==> config.mk <==
export PLATFORM = sky130hd
export DESIGN_NAME = muldiv_sequencer_flat
export DESIGN_NICKNAME = d
export VERILOG_FILES = /design/src/rtl/muldiv_sequencer_pkg.sv /design/src/rtl/muldiv_sequencer_if.sv /design/src/rtl/muldiv_sequencer_alu.sv /design/src/rtl/muldiv_sequencer.sv /design/src/flat_wrapper.sv
export SDC_FILE = /design/constraint.sdc
export NUM_CORES = 1
export LEC_CHECK = 0
export ABC_AREA = 1
export BUFFER_PORTS_ARGS = -buffer_cell sky130_fd_sc_hd__buf_2
export CAP_MARGIN = 40
export CORE_ASPECT_RATIO = 0.5
export CORE_MARGIN = 8
export CORE_UTILIZATION = 58
export DETAILED_ROUTE_END_ITERATION = 8
export GPL_ROUTABILITY_DRIVEN = 0
export PLACE_DENSITY = 0.79
export SYNTH_ARGS = -nofsm -noshare
export SYNTH_HDL_FRONTEND = slang
export SYNTH_SLANG_ARGS = --single-unit
==> constraint.sdc <==
create_clock -name clk -period 8.24 [get_ports clk]
set_clock_uncertainty 0.1 [all_clocks]
set_input_delay 0.412 -clock clk [delete_from_list [all_inputs] [get_ports clk]]
set_output_delay 0.412 -clock clk [all_outputs]
set_load 0.02 [all_outputs]
==> src/rtl/muldiv_sequencer_pkg.sv <==
// Shared encodings for muldiv_sequencer: FSM states, op fields, ALU function codes
// and a conditional-negate helper used by the optional signed path.
package muldiv_sequencer_pkg;

  localparam int MD_WIDTH = 32;

  localparam logic [1:0] ST_IDLE = 2'd0;
  localparam logic [1:0] ST_PREP = 2'd1;
  localparam logic [1:0] ST_RUN  = 2'd2;
  localparam logic [1:0] ST_FIX  = 2'd3;

  localparam logic [4:0] LAST_ITER = 5'd31;

  // op[0] selects DIV over MUL; op[1] requests a signed operation.
  localparam int OP_DIV_BIT = 0;
  localparam int OP_SGN_BIT = 1;

  typedef logic [5:0] alu_funct_t;

  localparam alu_funct_t ALU_ADDU = 6'b100001;
  localparam alu_funct_t ALU_SUBU = 6'b100011;
  localparam alu_funct_t ALU_AND  = 6'b100100;
  localparam alu_funct_t ALU_OR   = 6'b100101;
  localparam alu_funct_t ALU_XOR  = 6'b100110;
  localparam alu_funct_t ALU_SLTU = 6'b101011;

  function automatic logic [MD_WIDTH-1:0] cond_neg(input logic neg,
                                                   input logic [MD_WIDTH-1:0] v);
    return neg ? ('0 - v) : v;
  endfunction

endpackage

==> src/rtl/muldiv_sequencer_if.sv <==
// Control-unit <-> muldiv_sequencer bus: start/busy/done handshake, MTHI/MTLO writes, HI/LO.
interface muldiv_sequencer_if #(
  parameter int WIDTH = muldiv_sequencer_pkg::MD_WIDTH
);

  logic             start;
  logic [1:0]       op;
  logic [WIDTH-1:0] rs_data;
  logic [WIDTH-1:0] rt_data;
  logic             wr_hi;
  logic             wr_lo;
  logic [WIDTH-1:0] wr_data;
  logic             busy;
  logic             done;
  logic             div_zero;
  logic [WIDTH-1:0] hi;
  logic [WIDTH-1:0] lo;

  modport master (
    output start, op, rs_data, rt_data, wr_hi, wr_lo, wr_data,
    input  busy, done, div_zero, hi, lo
  );

  modport slave (
    input  start, op, rs_data, rt_data, wr_hi, wr_lo, wr_data,
    output busy, done, div_zero, hi, lo
  );

endinterface

==> src/rtl/muldiv_sequencer_alu.sv <==
// Private copy of the datapath ALU; the sequencer only drives ALU_ADDU and ALU_SUBU.
module muldiv_sequencer_alu
  import muldiv_sequencer_pkg::*;
#(
  parameter int WIDTH = MD_WIDTH
) (
  input  logic [WIDTH-1:0] a,
  input  logic [WIDTH-1:0] b,
  input  alu_funct_t       funct,
  output logic [WIDTH-1:0] y
);

  always_comb begin
    // NOTE: default assignment first so no funct value leaves y unassigned (no latch).
    y = '0;
    case (funct)
      ALU_ADDU: y = a + b;
      ALU_SUBU: y = a - b;
      ALU_AND:  y = a & b;
      ALU_OR:   y = a | b;
      ALU_XOR:  y = a ^ b;
      ALU_SLTU: y = {{(WIDTH-1){1'b0}}, a < b};
      default:  y = '0;
    endcase
  end

endmodule

==> src/rtl/muldiv_sequencer.sv <==
// Multi-cycle MULTU/DIVU unit with architectural HI/LO (shift-add multiply, restoring divide).
// Define MULDIV_SIGNED_EN to add MULT/DIV via operand magnitudes and a result sign fixup.
module muldiv_sequencer
  import muldiv_sequencer_pkg::*;
#(
  parameter int WIDTH = MD_WIDTH
) (
  input  logic              clk,
  input  logic              reset,
  muldiv_sequencer_if.slave bus
);

  logic [1:0]       state;
  logic [4:0]       cnt;
  logic             accept;
  logic             op_div;
  alu_funct_t       funct_r;
  logic [WIDTH-1:0] rs_r;
  logic [WIDTH-1:0] rt_r;
  logic             rt_zero;

  // wh/wl hold {acc, lo_w} for MUL and {rem, quo} for DIV; opnd_b is mcand or divisor.
  logic [WIDTH-1:0] wh;
  logic [WIDTH-1:0] wl;
  logic [WIDTH-1:0] opnd_b;

  logic [WIDTH-1:0] prep_a;
  logic [WIDTH-1:0] prep_b;
  logic [WIDTH-1:0] fix_hi;
  logic [WIDTH-1:0] fix_lo;
  logic [WIDTH-1:0] rem_sh;
  logic [WIDTH-1:0] alu_a;
  logic [WIDTH-1:0] alu_y;
  logic [WIDTH-1:0] run_wh;
  logic [WIDTH-1:0] run_wl;
  logic             mul_carry;
  logic             div_take;

  logic [WIDTH-1:0] hi_r;
  logic [WIDTH-1:0] lo_r;
  logic             done_r;
  logic             div_zero_r;

  assign accept  = (state == ST_IDLE) && bus.start;
  assign rt_zero = (rt_r == '0);

  assign bus.busy     = (state != ST_IDLE);
  assign bus.done     = done_r;
  assign bus.div_zero = div_zero_r;
  assign bus.hi       = hi_r;
  assign bus.lo       = lo_r;

  assign rem_sh = {wh[WIDTH-2:0], wl[WIDTH-1]};
  assign alu_a  = op_div ? rem_sh : wh;

  muldiv_sequencer_alu #(
    .WIDTH (WIDTH)
  ) u_alu (
    .a     (alu_a),
    .b     (opnd_b),
    .funct (funct_r),
    .y     (alu_y)
  );

  // One iteration: add-then-shift-right for MUL, shift-left-then-trial-subtract for DIV.
  always_comb begin
    run_wh    = wh;
    run_wl    = wl;
    mul_carry = 1'b0;
    div_take  = 1'b0;
    if (op_div) begin
      div_take = wh[WIDTH-1] | (rem_sh >= opnd_b);
      run_wh   = div_take ? alu_y : rem_sh;
      run_wl   = {wl[WIDTH-2:0], div_take};
    end else if (wl[0]) begin
      mul_carry = (alu_y < wh);
      run_wh    = {mul_carry, alu_y[WIDTH-1:1]};
      run_wl    = {alu_y[0], wl[WIDTH-1:1]};
    end else begin
      run_wh    = {1'b0, wh[WIDTH-1:1]};
      run_wl    = {wh[0], wl[WIDTH-1:1]};
    end
  end

`ifdef MULDIV_SIGNED_EN
  logic               op_sgn;
  logic               rs_neg;
  logic               rt_neg;
  logic [2*WIDTH-1:0] prod_neg;

  assign rs_neg   = op_sgn & rs_r[WIDTH-1];
  assign rt_neg   = op_sgn & rt_r[WIDTH-1];
  assign prep_a   = cond_neg(rs_neg, rs_r);
  assign prep_b   = cond_neg(rt_neg, rt_r);
  assign prod_neg = '0 - {wh, wl};

  // Quotient takes sign(rs)^sign(rt); remainder follows the dividend.
  always_comb begin
    fix_hi = wh;
    fix_lo = wl;
    if (!op_div) begin
      if (rs_neg ^ rt_neg) begin
        {fix_hi, fix_lo} = prod_neg;
      end
    end else begin
      fix_lo = cond_neg(rs_neg ^ rt_neg, wl);
      fix_hi = cond_neg(rs_neg, wh);
    end
  end
`else
  logic unused_op_sgn;

  assign unused_op_sgn = bus.op[OP_SGN_BIT];
  assign prep_a        = rs_r;
  assign prep_b        = rt_r;
  assign fix_hi        = wh;
  assign fix_lo        = wl;
`endif

  // NOTE: working registers carry no reset; the FSM loads them in PREP before any use.
  always_ff @(posedge clk) begin
    if (accept) begin
      rs_r   <= bus.rs_data;
      rt_r   <= bus.rt_data;
      op_div <= bus.op[OP_DIV_BIT];
`ifdef MULDIV_SIGNED_EN
      op_sgn <= bus.op[OP_SGN_BIT];
`endif
    end
    case (state)
      ST_PREP: begin
        wh      <= '0;
        wl      <= op_div ? prep_a : prep_b;
        opnd_b  <= op_div ? prep_b : prep_a;
        funct_r <= op_div ? ALU_SUBU : ALU_ADDU;
      end
      ST_RUN: begin
        wh <= run_wh;
        wl <= run_wl;
      end
      default: ;
    endcase
  end

  // NOTE: non-blocking assignments so every flop in this block samples pre-edge values.
  always_ff @(posedge clk) begin
    if (reset) begin
      state      <= ST_IDLE;
      cnt        <= '0;
      done_r     <= 1'b0;
      div_zero_r <= 1'b0;
      hi_r       <= '0;
      lo_r       <= '0;
    end else begin
      done_r     <= 1'b0;
      div_zero_r <= 1'b0;
      case (state)
        ST_IDLE: begin
          // A start in the same cycle as MTHI/MTLO wins; the write is dropped.
          if (bus.start) begin
            state <= ST_PREP;
          end else begin
            if (bus.wr_hi) hi_r <= bus.wr_data;
            if (bus.wr_lo) lo_r <= bus.wr_data;
          end
        end
        ST_PREP: begin
          cnt   <= '0;
          state <= ST_RUN;
        end
        ST_RUN: begin
          cnt <= cnt + 5'd1;
          if (cnt == LAST_ITER) state <= ST_FIX;
        end
        ST_FIX: begin
          state  <= ST_IDLE;
          done_r <= 1'b1;
          if (op_div && rt_zero) begin
            hi_r       <= rs_r;
            lo_r       <= '1;
            div_zero_r <= 1'b1;
          end else begin
            hi_r <= fix_hi;
            lo_r <= fix_lo;
          end
        end
        default: state <= ST_IDLE;
      endcase
    end
  end

endmodule
==> src/flat_wrapper.sv <==
// flat-port wrapper written by rule: the top's interface ports become plain ports
module muldiv_sequencer_flat import muldiv_sequencer_pkg::*;
#(
  parameter int WIDTH = MD_WIDTH
)
  (clk, reset, bus_start, bus_op, bus_rs_data, bus_rt_data, bus_wr_hi, bus_wr_lo, bus_wr_data, bus_busy, bus_done, bus_div_zero, bus_hi, bus_lo);
  muldiv_sequencer_if #(.WIDTH(WIDTH)) bus_i ();
  input  logic clk;
  input  logic reset;
  input wire logic [$bits(bus_i.start)-1:0] bus_start;
  input wire logic [$bits(bus_i.op)-1:0] bus_op;
  input wire logic [$bits(bus_i.rs_data)-1:0] bus_rs_data;
  input wire logic [$bits(bus_i.rt_data)-1:0] bus_rt_data;
  input wire logic [$bits(bus_i.wr_hi)-1:0] bus_wr_hi;
  input wire logic [$bits(bus_i.wr_lo)-1:0] bus_wr_lo;
  input wire logic [$bits(bus_i.wr_data)-1:0] bus_wr_data;
  output wire logic [$bits(bus_i.busy)-1:0] bus_busy;
  output wire logic [$bits(bus_i.done)-1:0] bus_done;
  output wire logic [$bits(bus_i.div_zero)-1:0] bus_div_zero;
  output wire logic [$bits(bus_i.hi)-1:0] bus_hi;
  output wire logic [$bits(bus_i.lo)-1:0] bus_lo;
  assign bus_i.start = bus_start;
  assign bus_i.op = bus_op;
  assign bus_i.rs_data = bus_rs_data;
  assign bus_i.rt_data = bus_rt_data;
  assign bus_i.wr_hi = bus_wr_hi;
  assign bus_i.wr_lo = bus_wr_lo;
  assign bus_i.wr_data = bus_wr_data;
  assign bus_busy = bus_i.busy;
  assign bus_done = bus_i.done;
  assign bus_div_zero = bus_i.div_zero;
  assign bus_hi = bus_i.hi;
  assign bus_lo = bus_i.lo;
  muldiv_sequencer #(.WIDTH(WIDTH)) u_core (.clk(clk), .reset(reset), .bus(bus_i));
endmodule
==> results.md, run 1 <==
- Result of the run: finished clean
- Post-CTS setup buffers: 0
- Crit path max-delay cell type: sky130_fd_sc_hd__edfxtp_1
- Cell area power density: 448 nW/um^2
- Routed WL: 53200 um
- Shortest period the worst path allows: ~5.0 ns
- Maximum fanout along the worst path: 5
- CTS Buffer Depth: 3
- IR Drop Worst-Case VDD: 0.250 mV
- Total number of vias: roughly 16000
- Leakage Power: 8.72 nW
- Area occupied by multi-input gates: a little over 8000 um^2
- Fraction of the mapped netlist area in adder cells: 8.07%
- Req. time, crit path: 8.37 ns
- Die area: 33600 um^2
- Number of synthesized flops with an enable pin: 162
- Worst-Margin Slew: around 0.9 ns
- Most frequent standard cell in the layout excluding fill and tap cells: sky130_fd_sc_hd__nand2_1
- Predominant post-synthesis flop cell: sky130_fd_sc_hd__edfxtp_1
- Post-Syn Area: 16100 um^2
- GRT Overall Usage: 30.0%
- Number of endpoints failing setup at the final stage: 0
- Grt ovf: 0
- Number of max-slew violations in the final report: 0
- Initial Utilization: 58.4%
- Final worst-path cycle share: approximately 60%
- CP max stage delay: 0.44 ns
- DRC marker count from the first detailed-route iteration: 2719
- Startpoint types: flop
- Hold Buf Count CTS: 61
- H-tree levels: 1
- Instance count of the mapped netlist: 2164
- Highest attainable clock frequency: 0.200 GHz
- Pre-CTS setup slack: 3.38 ns
- Register cell area after layout: 6330 um^2
- Clock transition at the registers of the reported paths: 0.07 ns
- Register area share after synthesis: 39.4%
- Post-cts repair resize count: 0
- Number of clock sinks: between 200 and 250
- Type of the worst min-delay path: in2reg
- Critical path arrival: about 5.1 ns
- Setup repair after global routing missed its margin: no
- CTS tree: built
- Cts bufs inserted: 23
- Slew headroom: 38.3%
- Post-synthesis xor/xnor area fraction: 2.66%
- # rows: 43
- Horiz. Die Dim: around 250 um
- Net Count, Synth: 2370
- Antenna violations before repair: 3
- # Max-Cap Violations: 0
- Fraction of synthesis flops using an asynchronous set or reset pin: 0%
- Final hold violations: 0
- Post-DP HPWL: 37300 um
- Wire length of the first global-routing pass: 81200 um
- Fraction of the mapped netlist area in compound gates: 18.4%
- Via count of the first global-routing pass: about 15000
- Total negative setup slack: 0 ns
- Clock tree root driver cell: sky130_fd_sc_hd__clkbuf_16
- Top cell by count, worst path: sky130_fd_sc_hd__nand2_1
- Clock latency of the later-clocked register in the worst-skew pair: approximately 0.52 ns
- Combinational family with the most area after synthesis: simple AND/OR/NAND/NOR gates
- Layout Area Growth over Synthesis: 16.6%
- Setup ws final: 3.23 ns
- Count of yosys warnings during synthesis: 0
- Filler Cell Count: 2181
- Share of synthesized area spent on multiplexers: 0%
- Antenna viol nets, final: 0
- Ratio of routed vias to standard cells: 5.92
- IO Count: 170
- First-pass DRT Iterations: 6
- Routed wirelength normalized by instance count: just under 20 um
- Number of register bits inferred by synthesis: 235
- Layout Nets: between 2000 and 3000
- Number of buffers inserted by port buffering: 168
- Maximum number of pins on one net before global-route repair: 83
- Standard cell core area: ~27000 um^2
- Count of cell types in the netlist: 44
- Synth Area in Simple Gates: 22.0%
- Die Height: 134 um
- Endpoint kind of the worst setup timing path: flop
- Start-to-end type of the worst setup path: reg2reg
- Share of final-layout standard cells stronger than drive strength 1: ~12%
- Leading cell types in the layout, fill and taps excluded: 414 x sky130_fd_sc_hd__nand2_1, 285 x sky130_fd_sc_hd__inv_1, 271 x sky130_fd_sc_hd__nor2_1
- Mean post-synth cell area: 7.42 um^2
- Number of design rule violations left after detail routing: 0
## critical path: cells and delay by family, from the launching register on
family	cells	cell delay (ns)
AND/OR/NAND/NOR	18	2.40
AO/OA/AOI/OAI	3	0.43
buffers and inverters	3	0.24
XOR/XNOR	1	0.21
adder cells (fa/ha/maj)	3	0.89
flip-flops	1	0.44
## registers in the layout (all words and copies together), names as in the netlist, 2 cells and up
name and cells:
u_core.prep_b 32, u_core.prep_a 32, u_core.fix_lo 32, u_core.cnt 5
u_core.opnd_b 32, u_core.bus.lo 32, u_core.bus.hi 32, u_core.state 2
u_core.fix_hi 32
## cells by family after synthesis
group,count (synthesis)
AND/OR/NAND/NOR,848
AO/OA/AOI/OAI,535
buffers and inverters,395
flip-flops,235
adder cells (fa/ha/maj),103
XOR/XNOR,48
## stage by stage
| step | util [%] | total power [mW] | cells | hold WS [ns] | cell area [um^2] |
|---|---|---|---|---|---|
| after floorplan | - | 5.61 | 2164 | 0.328 | 16100 |
| after global placement | 62.3 | 6.84 | 2627 | 0.361 | 17100 |
| after detailed placement | 62.9 | 7.03 | 2634 | 0.377 | 17300 |
| after CTS | 68.0 | 8.18 | 2737 | 0.00327 | 18700 |
| after global routing | 68.1 | 9.01 | 2743 | 0.0144 | 18700 |
| final | 68.1 | 8.39 | 2744 | 0.00545 | 18700 |
## worst paths after layout
| check | cells past startpoint | slack, ns | startpoint | endpoint |
|---|---|---|---|---|
| worst min register to register | 2 | 0.38 | u_core.cnt[4] | u_core.cnt[4] |
| worst max register to register | 28 | 3.23 | u_core.opnd_b[0] | u_core.fix_hi[31] |
| worst min-delay path | 1 | 0.005 | bus_rt_data[25] | u_core.prep_b[25] |
| worst max-delay path | 28 | 3.23 | u_core.opnd_b[0] | u_core.fix_hi[31] |
## final cells by class
class                   count  share of cell area [%]
clock inverters            10                   0.595
well taps                 382                    2.55
repair buffers            255                    9.50
diodes                      4                  0.0534
multi-input cells        1534                    44.1
flip-flops and latches    235                    33.8
clock buffers              32                    3.59
inverters                 292                    5.87
## cell usage after synthesis, drive strengths merged (4+ instances only)
master,instances,share of area (%)
clkbuf,83,1.9
nand3b,10,0.47
o22ai,44,1.7
edfxtp,162,30
inv,290,6.8
nor3,17,0.53
nand2,415,9.7
o21bai,30,1.4
xor2,45,2.5
o21ai,247,7.7
a31oi,4,0.16
ha,102,7.9
nand3,67,2.1
buf,20,0.76
o21a,4,0.19
dfxtp,73,9.1
nand4,51,2.1
nor2,273,6.4
a21oi,198,6.8
nor4,11,0.47
## per-layer routing
metal | GRT usage [%] | wire length, um | up-vias
met3 | 6.30 | 7120 | 119
met5 | 0 | 0 | -
met2 | 45.9 | 22900 | 1102
met1 | 42.4 | 21600 | 7436
met4 | 8.66 | 1610 | 0
li1 | - | - | 7595
## where the power goes
part	switching [mW]	internal [mW]	total (mW)	leakage (nW)
combinational	3.47	1.69	5.16	6.20
clock	0.475	0.638	1.11	0.381
sequential	0.331	1.79	2.12	2.14
total	4.27	4.12	8.39	8.72
Note: power is estimated with default switching activity, not from simulation.
==> run 2, diff against run 1 <==
--- a/config.mk
+++ b/config.mk
@@ -5,15 +5,15 @@
 export SDC_FILE = /design/constraint.sdc
 export NUM_CORES = 1
 export LEC_CHECK = 0
-export ABC_AREA = 1
+export ABC_AREA = 0
 export BUFFER_PORTS_ARGS = -buffer_cell sky130_fd_sc_hd__buf_2
 export CAP_MARGIN = 40
 export CORE_ASPECT_RATIO = 0.5
 export CORE_MARGIN = 8
-export CORE_UTILIZATION = 58
+export CORE_UTILIZATION = 54
 export DETAILED_ROUTE_END_ITERATION = 8
 export GPL_ROUTABILITY_DRIVEN = 0
-export PLACE_DENSITY = 0.79
+export PLACE_DENSITY = 0.78
 export SYNTH_ARGS = -nofsm -noshare
 export SYNTH_HDL_FRONTEND = slang
 export SYNTH_SLANG_ARGS = --single-unit
==> constraint.sdc (replaced) <==
create_clock -name clk -period 4.35 [get_ports clk]
set_clock_uncertainty 0.1 [all_clocks]
set_input_delay 0.2175 -clock clk [delete_from_list [all_inputs] [get_ports clk]]
set_output_delay 0.2175 -clock clk [all_outputs]
set_load 0.02 [all_outputs]
==> results.md, run 2 <==
- Result of the run: finished, violations left
- Failing checks: hold timing, setup timing
- Net Count, Synth: 1716
- Leakage Power: 8.40 nW
- Power Total: around 20 mW
- IO Count: 170
- Clock transition at the registers of the reported paths: 0.08 ns
- Commonest cells in the netlist: 186 x sky130_fd_sc_hd__nand2_1, 162 x sky130_fd_sc_hd__edfxtp_1, 144 x sky130_fd_sc_hd__a21oi_1
- Initial Utilization: roughly 54%
- CP endpoint: u_core.fix_hi[31]
- Layout Area Growth over Synthesis: 34.1%
- Final hold violations: 1
- DRC marker count from the first detailed-route iteration: 2253
- CTS tree: built
- H-tree levels: 1
- Area share of the largest cell type after synthesis: 32.7%
- Cell with the most instances after synthesis: sky130_fd_sc_hd__nand2_1
- Req. time, crit path: roughly 4.6 ns
- Number of synthesized flops with an enable pin: 162
- Start-to-end type of the worst setup path: reg2reg
- First-pass DRT Iterations: 6
- Top area cells in the synthesized netlist: sky130_fd_sc_hd__edfxtp_1 33%, sky130_fd_sc_hd__dfxtp_1 9.8%, sky130_fd_sc_hd__ha_1 8.6%
- Endpoint kind of the worst setup timing path: flop
- Die Height: around 130 um
- Wire length of the first global-routing pass: about 85000 um
- Setup ws final: -0.816 ns
- Post-DP HPWL: 36200 um
- Number of design rule violations left after detail routing: 0
- Cell type with the highest aggregate area in the netlist: sky130_fd_sc_hd__edfxtp_1
- Worst-Margin Slew: 0.978 ns
- Most frequent standard cell in the layout excluding fill and tap cells: sky130_fd_sc_hd__buf_4
- Ratio of routed vias to standard cells: 6.56
- Antenna viol nets, final: 0
- Count of yosys warnings during synthesis: 0
- Setup slack of the most critical reg-to-reg path: -0.82 ns
- Antenna violations before repair: 4
- Number of clock sinks: 235
- Predominant post-synthesis flop cell: sky130_fd_sc_hd__edfxtp_1
- Final design utilization: 72.9%
- Maximum fanout along the worst path: 5
- Reg2reg end: u_core.fix_hi[31]
- Startpoint of the lowest-slack register-to-register path: u_core.opnd_b[4]
- Grt ovf: 0
- Number of endpoints failing setup at the final stage: 12
- Mean post-synth cell area: approximately 9.9 um^2
- # Max-Cap Violations: 0
- Horiz. Die Dim: 251 um
- Number of max-slew violations in the final report: 0
- Number of register bits inferred by synthesis: 235
- Number of buffers inserted by port buffering: 168
- Cell area power density: between 900 and 1000 nW/um^2
- CTS Buffer Depth: 3
- Total number of vias: 15239
- Register area share after synthesis: a little over two fifths
- Total negative setup slack: -2.11 ns
- Clock latency of the later-clocked register in the worst-skew pair: between 0.5 and 0.6 ns
- Instance count of the mapped netlist: approximately 1500
- Type of the worst min-delay path: in2reg
- Count of cell types in the netlist: between 70 and 80
- Fraction of synthesis flops using an asynchronous set or reset pin: 0%
- Worst setup path startpoint: u_core.opnd_b[4]
- Final worst-path cycle share: 119%
- Post-Syn Area: ~15000 um^2
- Filler Cell Count: 1623
- Critical path arrival: 5.36 ns
- Layout Nets: 2147
- Cts bufs inserted: 23
- Share of final-layout standard cells stronger than drive strength 1: 31.2%
- Worst-case hold slack: -0.00727 ns
- Highest attainable clock frequency: 0.194 GHz
- Maximum number of pins on one net before global-route repair: between 60 and 70
- Routed wirelength normalized by instance count: approximately 25 um
- Leading cell types in the layout, fill and taps excluded: 230 x sky130_fd_sc_hd__buf_4, 182 x sky130_fd_sc_hd__nand2_1, 168 x sky130_fd_sc_hd__buf_2
- Shortest period the worst path allows: roughly 5.2 ns
- GRT Overall Usage: 31.9%
- Routed WL: approximately 57000 um
- Worst reg-to-reg path cell count: 23
- Startpoint types: flop
- Die area: 33500 um^2
- Slew headroom: 34.7%
- # rows: 43
- Setup repair after global routing missed its margin: yes
- Via count of the first global-routing pass: 14597
- Clock tree root driver cell: sky130_fd_sc_hd__clkbuf_16
- IR Drop Worst-Case VDD: between 0.5 and 0.6 mV
- Standard cell core area: 27400 um^2
[run 2: through the flow]
| step | instance area, um^2 | cells | setup WS [ns] |
|---|---|---|---|
| floorplan | 14900 | 1510 | -0.526 |
| global placement | 17500 | 2166 | -0.659 |
| detailed placement | 17700 | 2171 | -0.710 |
| CTS | 19600 | 2314 | -0.615 |
| global route | 20000 | 2322 | -0.951 |
| finish | 20000 | 2322 | -0.816 |
[run 2: cells by family after synthesis]
| kind of cell | Yosys count | synth area share [%] |
|---|---|---|
| simple gates | 430 | 12.9 |
| xor+xnor | 56 | 3.35 |
| fa+ha+maj | 103 | 8.71 |
| buf+inv | 181 | 5.06 |
| compound gates | 426 | 19.2 |
| flops | 235 | 42.5 |
| mux | 79 | 8.32 |
[run 2: layout make-up]
class                   count  area, um^2  share of cell area [%]
inverters                  87         327                    1.64
multi-input cells        1094        8350                    41.8
clock inverters            13         141                   0.708
well taps                 360         450                    2.26
diodes                      4        10.0                  0.0502
repair buffers            500        3710                    18.6
clock buffers              29         641                    3.21
flip-flops and latches    235        6330                    31.7
[run 2: worst min-delay path by stage]
stage                               start                end  slack [ns]  cells past startpoint
after floorplan                 bus_op[0]      u_core.op_div        0.22                      0
after global placement    bus_rt_data[19]  u_core.prep_b[19]        0.29                      1
after detailed placement  bus_rs_data[16]  u_core.prep_a[16]        0.30                      1
after CTS                 bus_wr_data[18]  u_core.bus.lo[18]      0.0002                      3
after global routing       bus_wr_data[1]   u_core.bus.lo[1]        0.02                      3
final                      bus_wr_data[1]   u_core.bus.lo[1]      -0.007                      3
[run 2: timing repair]
action	4_1_cts	5_1_grt
gates resized for setup	43	47
buffers inserted	16	7
endpoints found under the setup margin	6	68
hold endpoints to repair	90	0
hold buffers	90	0
pin swaps	42	37
[run 2: routing by layer]
| layer | vias up | GRT usage (%) | wire length, um | share of wire, % |
|---|---|---|---|---|
| met5 | - | 0 | 0 | 0 |
| met4 | 0 | 15.3 | 3570 | 6.3 |
| met3 | 325 | 8.65 | 7700 | 13 |
| met2 | 1270 | 50.0 | 25200 | 44 |
| met1 | 7143 | 40.8 | 20700 | 36 |
| li1 | 6501 | - | - | - |
[run 2: worst max-delay path, stage by stage, from the launching register on]
cell and delay [ns]:
sky130_fd_sc_hd__edfxtp_1 0.40, sky130_fd_sc_hd__or4_4 0.58, sky130_fd_sc_hd__nor4_4 0.24, sky130_fd_sc_hd__and3_4 0.30, sky130_fd_sc_hd__buf_4 0.13, sky130_fd_sc_hd__a21oi_1 0.08
sky130_fd_sc_hd__xnor2_1 0.16, sky130_fd_sc_hd__ha_1 0.44, sky130_fd_sc_hd__nand4_1 0.22, sky130_fd_sc_hd__o221ai_2 0.24, sky130_fd_sc_hd__a21o_1 0.17, sky130_fd_sc_hd__a22o_1 0.19
sky130_fd_sc_hd__o31ai_2 0.08, sky130_fd_sc_hd__buf_4 0.14, sky130_fd_sc_hd__buf_4 0.13, sky130_fd_sc_hd__a21oi_4 0.18, sky130_fd_sc_hd__nor2_1 0.07, sky130_fd_sc_hd__xnor2_1 0.13
sky130_fd_sc_hd__ha_1 0.35, sky130_fd_sc_hd__nand4_1 0.12, sky130_fd_sc_hd__nor3_2 0.19, sky130_fd_sc_hd__nor2_1 0.06, sky130_fd_sc_hd__a21oi_1 0.11, sky130_fd_sc_hd__o221ai_1 0.11
[run 2: power breakdown]
part	internal (mW)	switching, mW	total (mW)	leakage (nW)
sequential	3.41	0.803	4.21	2.14
combinational	6.18	7.38	13.6	5.88
clock	1.18	0.985	2.17	0.381
